==> config.mk <==
export PLATFORM = sky130hd
export DESIGN_NAME = switch_debounce4_flat
export DESIGN_NICKNAME = d
export VERILOG_FILES = /design/src/rtl/switch_debounce4_if.sv /design/src/rtl/switch_debounce4.sv /design/src/flat_wrapper.sv
export SDC_FILE = /design/constraint.sdc
export NUM_CORES = 1
export LEC_CHECK = 0
export ABC_AREA = 1
export CAP_MARGIN = 40
export CORE_MARGIN = 8
export CORE_UTILIZATION = 30
export DETAILED_ROUTE_END_ITERATION = 6
export GPL_TIMING_DRIVEN = 0
export PLACE_DENSITY = 0.59
export SLEW_MARGIN = 20
export SYNTH_ARGS = -nofsm -noshare
export SYNTH_HDL_FRONTEND = slang
export SYNTH_SLANG_ARGS = --single-unit
==> constraint.sdc <==
create_clock -name clk -period 2.4 [get_ports clk]
set_clock_uncertainty 0.2 [all_clocks]
set_input_delay 0.36 -clock clk [delete_from_list [all_inputs] [get_ports clk]]
set_output_delay 0.36 -clock clk [all_outputs]
set_load 0.01 [all_outputs]
==> src/rtl/switch_debounce4_if.sv <==
// Signal bundle between the four-channel switch conditioner and its environment.
// Raw levels and the prescale strobe go in; clean levels and change strobes come out.
interface switch_debounce4_if;
    logic       tick_en;
    logic [3:0] sw_raw;
    logic [3:0] sw_clean;
    logic [3:0] rise;
    logic [3:0] fall;
    logic       changed;

    modport master (
        output tick_en,
        output sw_raw,
        input  sw_clean,
        input  rise,
        input  fall,
        input  changed
    );

    modport slave (
        input  tick_en,
        input  sw_raw,
        output sw_clean,
        output rise,
        output fall,
        output changed
    );
endinterface

==> src/rtl/switch_debounce4.sv <==
// Four-channel switch debouncer: 2-flop synchronizer plus per-channel stability counter,
// producing clean levels for the ones-counter stage and registered rise/fall/changed strobes.
module switch_debounce4 #(
    parameter int unsigned DEBOUNCE_CYCLES = 16,
    parameter int unsigned CNT_W           = 4
) (
    input  logic               clk,
    input  logic               rst_n,
    switch_debounce4_if.slave  sw_if
);

    localparam int unsigned NCH = 4;
    localparam logic [CNT_W-1:0] CNT_LAST = CNT_W'(DEBOUNCE_CYCLES - 1);

    logic [NCH-1:0]            sync1_q, sync2_q;
    logic [NCH-1:0]            clean_q, clean_d;
    logic [NCH-1:0]            rise_q, rise_d;
    logic [NCH-1:0]            fall_q, fall_d;
    logic                      changed_q, changed_d;
    logic [NCH-1:0][CNT_W-1:0] cnt_q, cnt_d;

    // Per-channel stability counting; returning to the clean level restarts the run
    always_comb begin
        cnt_d   = cnt_q;
        clean_d = clean_q;
        for (int i = 0; i < NCH; i++) begin
            if (sync2_q[i] == clean_q[i]) begin
                cnt_d[i] = '0;
            end else if (!sw_if.tick_en) begin
                cnt_d[i] = cnt_q[i];
            end else if (cnt_q[i] == CNT_LAST) begin
                clean_d[i] = sync2_q[i];
                cnt_d[i]   = '0;
            end else begin
                cnt_d[i] = cnt_q[i] + CNT_W'(1);
            end
        end
        rise_d    = clean_d & ~clean_q;
        fall_d    = ~clean_d & clean_q;
        changed_d = |(rise_d | fall_d);
    end

    always_ff @(posedge clk or negedge rst_n) begin
        if (!rst_n) begin
            sync1_q   <= '0;
            sync2_q   <= '0;
            clean_q   <= '0;
            rise_q    <= '0;
            fall_q    <= '0;
            changed_q <= 1'b0;
            cnt_q     <= '0;
        end else begin
            sync1_q   <= sw_if.sw_raw;
            sync2_q   <= sync1_q;
            clean_q   <= clean_d;
            rise_q    <= rise_d;
            fall_q    <= fall_d;
            changed_q <= changed_d;
            cnt_q     <= cnt_d;
        end
    end

    assign sw_if.sw_clean = clean_q;
    assign sw_if.rise     = rise_q;
    assign sw_if.fall     = fall_q;
    assign sw_if.changed  = changed_q;

endmodule

==> src/flat_wrapper.sv <==
// flat-port wrapper written by rule: the top's interface ports become plain ports
module switch_debounce4_flat 
#(
    parameter int unsigned DEBOUNCE_CYCLES = 16,
    parameter int unsigned CNT_W           = 4
)
  (clk, rst_n, sw_if_tick_en, sw_if_sw_raw, sw_if_sw_clean, sw_if_rise, sw_if_fall, sw_if_changed);
  switch_debounce4_if sw_if_i ();
  input  logic clk;
  input  logic rst_n;
  input wire logic [$bits(sw_if_i.tick_en)-1:0] sw_if_tick_en;
  input wire logic [$bits(sw_if_i.sw_raw)-1:0] sw_if_sw_raw;
  output wire logic [$bits(sw_if_i.sw_clean)-1:0] sw_if_sw_clean;
  output wire logic [$bits(sw_if_i.rise)-1:0] sw_if_rise;
  output wire logic [$bits(sw_if_i.fall)-1:0] sw_if_fall;
  output wire logic [$bits(sw_if_i.changed)-1:0] sw_if_changed;
  assign sw_if_i.tick_en = sw_if_tick_en;
  assign sw_if_i.sw_raw = sw_if_sw_raw;
  assign sw_if_sw_clean = sw_if_i.sw_clean;
  assign sw_if_rise = sw_if_i.rise;
  assign sw_if_fall = sw_if_i.fall;
  assign sw_if_changed = sw_if_i.changed;
  switch_debounce4 #(.DEBOUNCE_CYCLES(DEBOUNCE_CYCLES), .CNT_W(CNT_W)) u_core (.clk(clk), .rst_n(rst_n), .sw_if(sw_if_i));
endmodule
**Yosys cells after proc, flatten, opt, wreduce, memory -nomap -nowiden**

Index checks and enable logic that the tools add are counted.

- Reduce and logical (&&, ||, !) cells: 5
- Add/subtract/negate cells: 4
- Bitwise operators: 5
- Multiplexer cells: 24
- Eq/ne operators: 8

Operators with widths:

| cell | number |
|---|---|
| 4-bit 2-to-1 mux | 12 |
| 4-bit by 1-bit adder with 4-bit output, second input constant | 4 |
| 4-bit == test, second input constant | 4 |
| 1-bit 2-to-1 mux | 12 |
| 4-bit AND | 2 |
| 4-bit inverter | 2 |
| 2-bit nonzero test | 4 |
| 1-bit == test | 4 |
| 4-bit OR | 1 |
| 4-bit OR reduction | 1 |

- Output and inout bits: 13
- Logic and storage cells: 56
- Bits in registers: 37

**Longest topological paths before layout**

Gate-level depths: netlist of run 1.

- Depth after elaboration: 8
- Mapped depth: 9
- Mapped depth without buffers: 9

**Worst setup path before layout of run 1**

No wires, ideal clock.

- Path kind: register to register
- From: register u_core.cnt_q[8] (netlist name)
- To: register u_core.changed_q, in the netlist u_core.sw_if.changed
- Slack: 0.706 ns
- Buffers on the path: 0
- Arrival: 1.364 ns
- Stages on the path, launching flop included: 8
- Period minus slack after synthesis: 1.694 ns
- Path through: dfrtp_1 -> ha_1 -> nand3_1 -> nor2_1 -> o21ai_0 -> inv_1 -> ha_1 -> nand4_1

- Cells in the longest elaborated chain, start to end: 8

RTL lines:

| element | RTL line | source |
|---|---|---|
| from (decl) | switch_debounce4.sv:20 | `logic [NCH-1:0][CNT_W-1:0] cnt_q, cnt_d;` |
| from (signal assigned) | switch_debounce4.sv:59 | `cnt_q <= cnt_d;` |
| 4-bit == test (*) | switch_debounce4.sv:31 | `end else if (cnt_q[i] == CNT_LAST) begin` |
| 1-bit 2-to-1 mux (*) | switch_debounce4.sv:31 |  |
| 1-bit 2-to-1 mux (*) | switch_debounce4.sv:29 | `end else if (!sw_if.tick_en) begin` |
| 1-bit 2-to-1 mux (*) | switch_debounce4.sv:27 | `if (sync2_q[i] == clean_q[i]) begin` |
| net u_core.clean_d[2] | switch_debounce4.sv:16 | `logic [NCH-1:0] clean_q, clean_d;` |
| 4-bit inverter | switch_debounce4.sv:39 | `fall_d = ~clean_d & clean_q;` |
| 4-bit AND | switch_debounce4.sv:39 |  |
| 4-bit OR (*) | switch_debounce4.sv:40 | `changed_d = \|(rise_d \| fall_d);` |
| 4-bit OR reduction (*) | switch_debounce4.sv:40 |  |
| net u_core.changed_d | switch_debounce4.sv:19 | `logic changed_q, changed_d;` |
| to (signal assigned) | switch_debounce4.sv:58 | `changed_q <= changed_d;` |
| to (decl) | switch_debounce4.sv:19 |  |

Mark *: on every way through the listed nets, which the timed path passes. The rest lies on a longest branch.
A chain may end at the register's enable or synchronous reset.

**Final worst setup path of run 1**

Same ends and word-level chain as after synthesis.

==> results of run 1 <==
==> flip-flops by register name (all words and copies together) (netlist names) <==
register / count
u_core.sw_if.changed: 1
u_core.sw_if.fall: 4
u_core.sync2_q: 4
u_core.sw_if.rise: 4
u_core.sw_if.sw_clean: 4
u_core.sync1_q: 4
u_core.cnt_q: 16
==> per-stage QoR <==
stage / worst slack, ns / utilization / total power, mW / instance area, um2
after floorplan: 0.706 / - / 0.712 / 1710
after global placement: -0.0991 / 0.361 / 0.746 / 1990
after detailed placement: 0.232 / 0.365 / 0.751 / 2010
after CTS: 0.489 / 0.386 / 1.28 / 2130
after global routing: 0.348 / 0.386 / 1.32 / 2130
final: 0.504 / 0.386 / 1.26 / 2130
==> worst max path at each step <==
stage / endpoint / slack [ns] / cells past startpoint
6_report: u_core.sw_if.changed / 0.50 / 7
5_1_grt: u_core.sw_if.changed / 0.35 / 7
4_1_cts: sw_if_sw_clean[1] / 0.49 / 1
3_5_place_dp: u_core.sw_if.changed / 0.23 / 7
3_3_place_gp: u_core.cnt_q[6] / -0.1 / 1
2_1_floorplan: u_core.sw_if.changed / 0.71 / 7
==> placed cells by master (no fill, tap or decap), types with 2 or more instances in the layout <==
master / instances
nand2_1: 72
dfrtp_1: 37
inv_1: 27
clkdlybuf4s50_1: 18
ha_1: 12
nand3_1: 11
nor2_1: 11
nand4_1: 6
clkbuf_8: 5
a21oi_1: 4
o21ai_0: 2
buf_6: 2
o21ai_2: 2
==> metal layers <==
| metal | part of all wire | vias up | wire [um] |
|---|---|---|---|
| met4 | 0.0068 | 0 | 21 |
| met1 | 0.49 | 556 | 1510 |
| met5 | 0 | - | 0 |
| li1 | - | 657 | - |
| met2 | 0.45 | 22 | 1390 |
| met3 | 0.053 | 2 | 163 |
==> repair_timing <==
action,CTS,global route
buffers inserted,0,0
endpoints found under the hold margin,18,0
hold buffers,1,0
==> cells by family after synthesis <==
kind of cell    share of synthesized area
buf+inv                            0.0747
compound gates                     0.0359
flops                               0.542
simple gates                        0.260
fa+ha+maj                          0.0878
==> power by group <==
part	internal, mW	switching, mW
Sequential	0.641	0.0170
Combinational	0.0343	0.0470
Clock	0.302	0.215
==> area by class of cell <==
class / instances / area [um2] / share of cell area
flip-flops and latches: 37 / 926 / 0.436
multi-input cells: 126 / 656 / 0.308
repair buffers: 21 / 223 / 0.105
inverters: 28 / 105 / 0.0494
well taps: 72 / 90.1 / 0.0424
clock buffers: 5 / 68.8 / 0.0324
clock inverters: 2 / 35.0 / 0.0165
plain buffers: 2 / 22.5 / 0.0106
==> impl_metrics.csv, run 1 <==
group,metric,value,unit
outcome,outcome,"finished clean",
setup_path,crit_family,"adder cells",
grt,grt_pass1_vias,1190,
synth,ys_top_cells_by_count,"72 x nand2_1, 37 x dfrtp_1, 27 x inv_1",
min_path,min_from,"u_core.sync1_q[3]",
synth,netlist_area,0.00171,mm2
floorplan,die_w,91.5,um
clock_network,numCtsBuffers,5,
synth,yosysWarnings,0,
synth,synth_seq_cells,37,
synth,synth_top_area_frac,0.542,
setup_path,cp_slowest_cell,"dfrtp_1",
min_path,whs_path_depth,0,
grt,grt_max_degree,20,
setup_path,worstPathRequired,2.37,ns
clock_network,clock_sinks,37,
power_and_ir_drop,peakVddDrop,0.000254,V
sta,timing.setup.tns,0,ns
place,dpl.cell_count,285,
setup_path,max_stage_delay,0.43,ns
detailed_routing,ant_nets,0,
clock_network,clk_pin_slew_worst_paths,0.07,ns
synth,ys_types,18,
sta,worstMarginPinSlew,0.454,ns
grt,grt_pass1_wl,5440,um
synth,synth_fp_nets,212,
setup_path,endpoint_kind,"flip-flop",
clock_network,clock_tree.root_cell,"clkbuf_8",
grt,grtUsageMet3,0.0321,
floorplan,rows,27,
grt,grt_busiest_layer,"met2",
detailed_routing,drt_wl_total,3090,um
sta,drv_slew,0,
synth,synth_edf_count,0,
setup_path,rr_worst_depth,7,
final_layout,fin_nets,240,
setup_path,cp-start-kind,"flip-flop",
clock_network,tritoncts,"built",
synth,netlist_top_cells_area,"dfrtp_1 54%, nand2_1 16%, ha_1 8.8%",
place,dpl.hpwl,2330,um
synth,ys_seq_area_frac,0.542,
sta,setup_viol,0,
synth,synth_cells,193,
detailed_routing,vias_per_cell,4.22,
synth,synth_flop_cell,"dfrtp_1",
floorplan,ioPinCount,20,
detailed_routing,vias,1237,
sta,whs,0.142,ns
final_layout,antennaDiodeCount,0,
synth,yosysMostFrequentCell,"nand2_1",
detailed_routing,wl_per_cell,10.5,um
synth,yosys.area.top_type,"dfrtp_1",
grt,grt-ovfl-total,0,
final_layout,final.fill_count,572,
grt,antenna_found_initial,0,
place,io_buffers,19,
grt,gr-usage-all-layers,0.0819,
job,maxCapViolations,0,
place,place.gp.congestion,0.791,
detailed_routing,drc_errors,0,
setup_path,crit_buf_inv,1,
floorplan,core_area,0.00551,mm2
min_path,min_to,"u_core.sync2_q[3]",
final_layout,finalNonFillerCells,293,
setup_path,path_cells,"ha_1 -> nand3_1 -> nor2_1 -> o21ai_0 -> inv_1 -> ha_1 -> nand4_1",
final_layout,drive_above_1_share,0.0769,
floorplan,die_h,91.5,um
clock_network,ctsResizeCount,0,
setup_path,critPathMaxFanout,5,
setup_path,critical_path_class,"flip-flop to flip-flop",
sta,final.min_clock_period,1.90,ns
power_and_ir_drop,power_density,591,mW/mm2
setup_path,cp_common_cell,"ha_1",
clock_network,clock_path_buffers,2,
sta,rsz0062_at_grt,"no",
grt,grt_util_met2,0.124,
sta,max_freq,527,MHz
synth,synthArstFlopShare,1.00,
sta,post-route-period-util,0.790,
clock_network,clk-insertion-delay-late,0.29,ns
clock_network,htreeDepth,2,
grt,grtUsageMet1,0.0951,
floorplan,die_area,0.00837,mm2
sta,slew_headroom,0.697,
sta,hold_violations,0,
final_layout,syn2layout_area_growth,24.4,%
detailed_routing,first_pass_iters,4,
min_path,hold_class,"flip-flop to flip-flop",
synth,syn_avg_cell_area,8.86,um2
setup_path,rrSetupSlack,0.50,ns
setup_path,reg2reg_from,"u_core.cnt_q[8]",
detailed_routing,drt_iter0_markers,27,
setup_path,arrival,1.86,ns
setup_path,worstReg2RegEnd,"u_core.sw_if.changed",
setup_path,startpoint,"u_core.cnt_q[8]",
power_and_ir_drop,leakage,1.11,nW
floorplan,start_util,0.310,
(Power assumes the default switching activity.)
==> inputs of run 2 (changes only) <==
Clock period 2.4 ns to 1.9 ns, I/O delays scaled along.
==> run 2 against run 1 <==
Effect of this change: worst setup slack lost 0.43 ns; wire length increased by 1.2%; clock power up 27%; register-to-register slack worse by 0.36 ns; cell count grew 1.0%; cell area increased by 2.4%; critical path type is now flip-flop to output pin.
==> impl_metrics.csv, run 2 (synthesis gave the netlist of run 1 again) <==
group,metric,value,unit
grt,grt_util_met2,0.124,
grt,grt-ovfl-total,0,
grt,grt_pass1_vias,1190,
grt,grt_pass1_wl,5440,um
detailed_routing,drt_wl_total,3120,um
detailed_routing,vias_per_cell,4.28,
detailed_routing,drc_errors,0,
setup_path,crit_family,"buffers and inverters",
place,dpl.hpwl,2330,um
sta,slew_headroom,0.698,
sta,rsz0062_at_grt,"no",
sta,hold_violations,0,
clock_network,clock_sinks,37,
detailed_routing,ant_nets,0,
grt,antenna_found_initial,0,
final_layout,fin_nets,243,
sta,drv_slew,0,
sta,setup_slack,0.0763,ns
floorplan,die_area,0.00837,mm2
final_layout,antennaDiodeCount,0,
clock_network,clock_tree.root_cell,"clkbuf_8",
clock_network,htreeDepth,2,
detailed_routing,drt_iter0_markers,37,
place,place.gp.congestion,0.791,
sta,post-route-period-util,0.960,
grt,gr-usage-all-layers,0.0819,
grt,grtUsageMet1,0.0951,
min_path,hold_class,"flip-flop to flip-flop",
detailed_routing,wl_per_cell,10.5,um
final_layout,syn2layout_area_growth,27.4,%
final_layout,layout_commonest_cell,"nand2_1",
clock_network,tritoncts,"built",
sta,max_freq,548,MHz
final_layout,final.fill_count,568,
detailed_routing,first_pass_iters,4,
final_layout,drive_above_1_share,0.116,
clock_network,clk_pin_slew_worst_paths,0.07,ns
setup_path,path_cells,"clkdlybuf4s50_1",
power_and_ir_drop,peakVddDrop,0.000321,V
outcome,outcome,"finished clean",
power_and_ir_drop,leakage,1.12,nW
final_layout,layout_common_cells,"72 x nand2_1, 36 x dfrtp_1, 27 x inv_1, 18 x clkdlybuf4s50_1, 11 x ha_1",
sta,setup_viol,0,
place,io_buffers,19,
place,preCtsSetupSlack,-0.193,ns
power_and_ir_drop,power_density,736,mW/mm2
floorplan,start_util,0.310,
final_layout,final_util,0.395,
setup_path,rrSetupSlack,0.14,ns
setup_path,critPathMaxFanout,5,
final_layout,largest_reg_flops,16,
floorplan,die_w,91.5,um
grt,grtUsageMet3,0.0321,
sta,final.min_clock_period,1.82,ns
setup_path,worstPathRequired,1.41,ns
setup_path,endpoint_kind,"output pin",
grt,grt_max_degree,20,
clock_network,clock_path_buffers,2,
setup_path,arrival,1.34,ns
sta,worstMarginPinSlew,0.454,ns
job,maxCapViolations,0,
detailed_routing,vias,1267,
floorplan,rows,27,
grt,grt_busiest_layer,"met2",
clock_network,clk-insertion-delay-late,0.29,ns
final_layout,top_register,"u_core.cnt_q",
setup_path,max_stage_delay,0.58,ns
setup_path,cp_slowest_cell,"clkdlybuf4s50_1",
setup_path,critical_path_class,"flip-flop to output pin",
setup_path,cp-start-kind,"flip-flop",
floorplan,ioPinCount,20,
floorplan,core_area,0.00551,mm2
setup_path,crit_buf_inv,1,
floorplan,die_h,91.5,um
clock_network,numCtsBuffers,5,
==> run 2: per-stage QoR <==
stage / TNS [ns] / instance area (um2) / hold WS [ns] / instances / total power, mW
after global routing: 0 / 2180 / 0.156 / 296 / 1.68
after floorplan: 0 / 1710 / -0.211 / 193 / 0.899
after CTS: 0 / 2130 / 0.143 / 293 / 1.61
after detailed placement: -0.195 / 2010 / 0.0644 / 285 / 0.949
after global placement: -19.53 / 1990 / 0.133 / 284 / 0.942
final: 0 / 2180 / 0.141 / 296 / 1.60
==> run 2: power by group <==
part / leakage [nW] / switching, mW / internal, mW
Combinational: 0.589 / 0.0625 / 0.0502
Clock: 0.0540 / 0.277 / 0.381
Sequential: 0.481 / 0.0218 / 0.810
Total: 1.12 / 0.361 / 1.24
==> run 2: path summary, 6_finish.rpt <==
path | start | depth (start not counted) | end
min in group asynchronous | rst_n | 2 | u_core.sw_if.rise[2]
min reg2reg | u_core.sync1_q[3] | 0 | u_core.sync2_q[3]
max reg2reg | u_core.cnt_q[8] | 8 | u_core.sw_if.changed
max | u_core.sw_if.sw_clean[1] | 1 | sw_if_sw_clean[1]
max in group asynchronous | rst_n | 3 | u_core.cnt_q[6]
min | u_core.sync1_q[3] | 0 | u_core.sync2_q[3]
==> run 2: final cells by class <==
cell class,count,area (um2),area share
clock inverters,2,35.0,0.0161
multi-input cells,126,683,0.314
plain buffers,2,22.5,0.0103
repair buffers,24,245,0.113
inverters,28,105,0.0483
clock buffers,5,68.8,0.0316
well taps,72,90.1,0.0414
flip-flops and latches,37,927,0.426
==> run 2: layer usage <==
metal	share of wire	vias to the layer above	wire length [um]
met5	0	-	0
met4	0.013	0	40
met3	0.056	4	175
met2	0.45	25	1400
met1	0.48	576	1500
li1	-	662	-
==> run 2: repair_timing <==
item                       in CTS  in global routing
setup endpoints to repair       0                  1
hold endpoints to repair       18                  0
hold buffers                    1                  0
buffers inserted                0                  3
gates resized for setup         0                  8
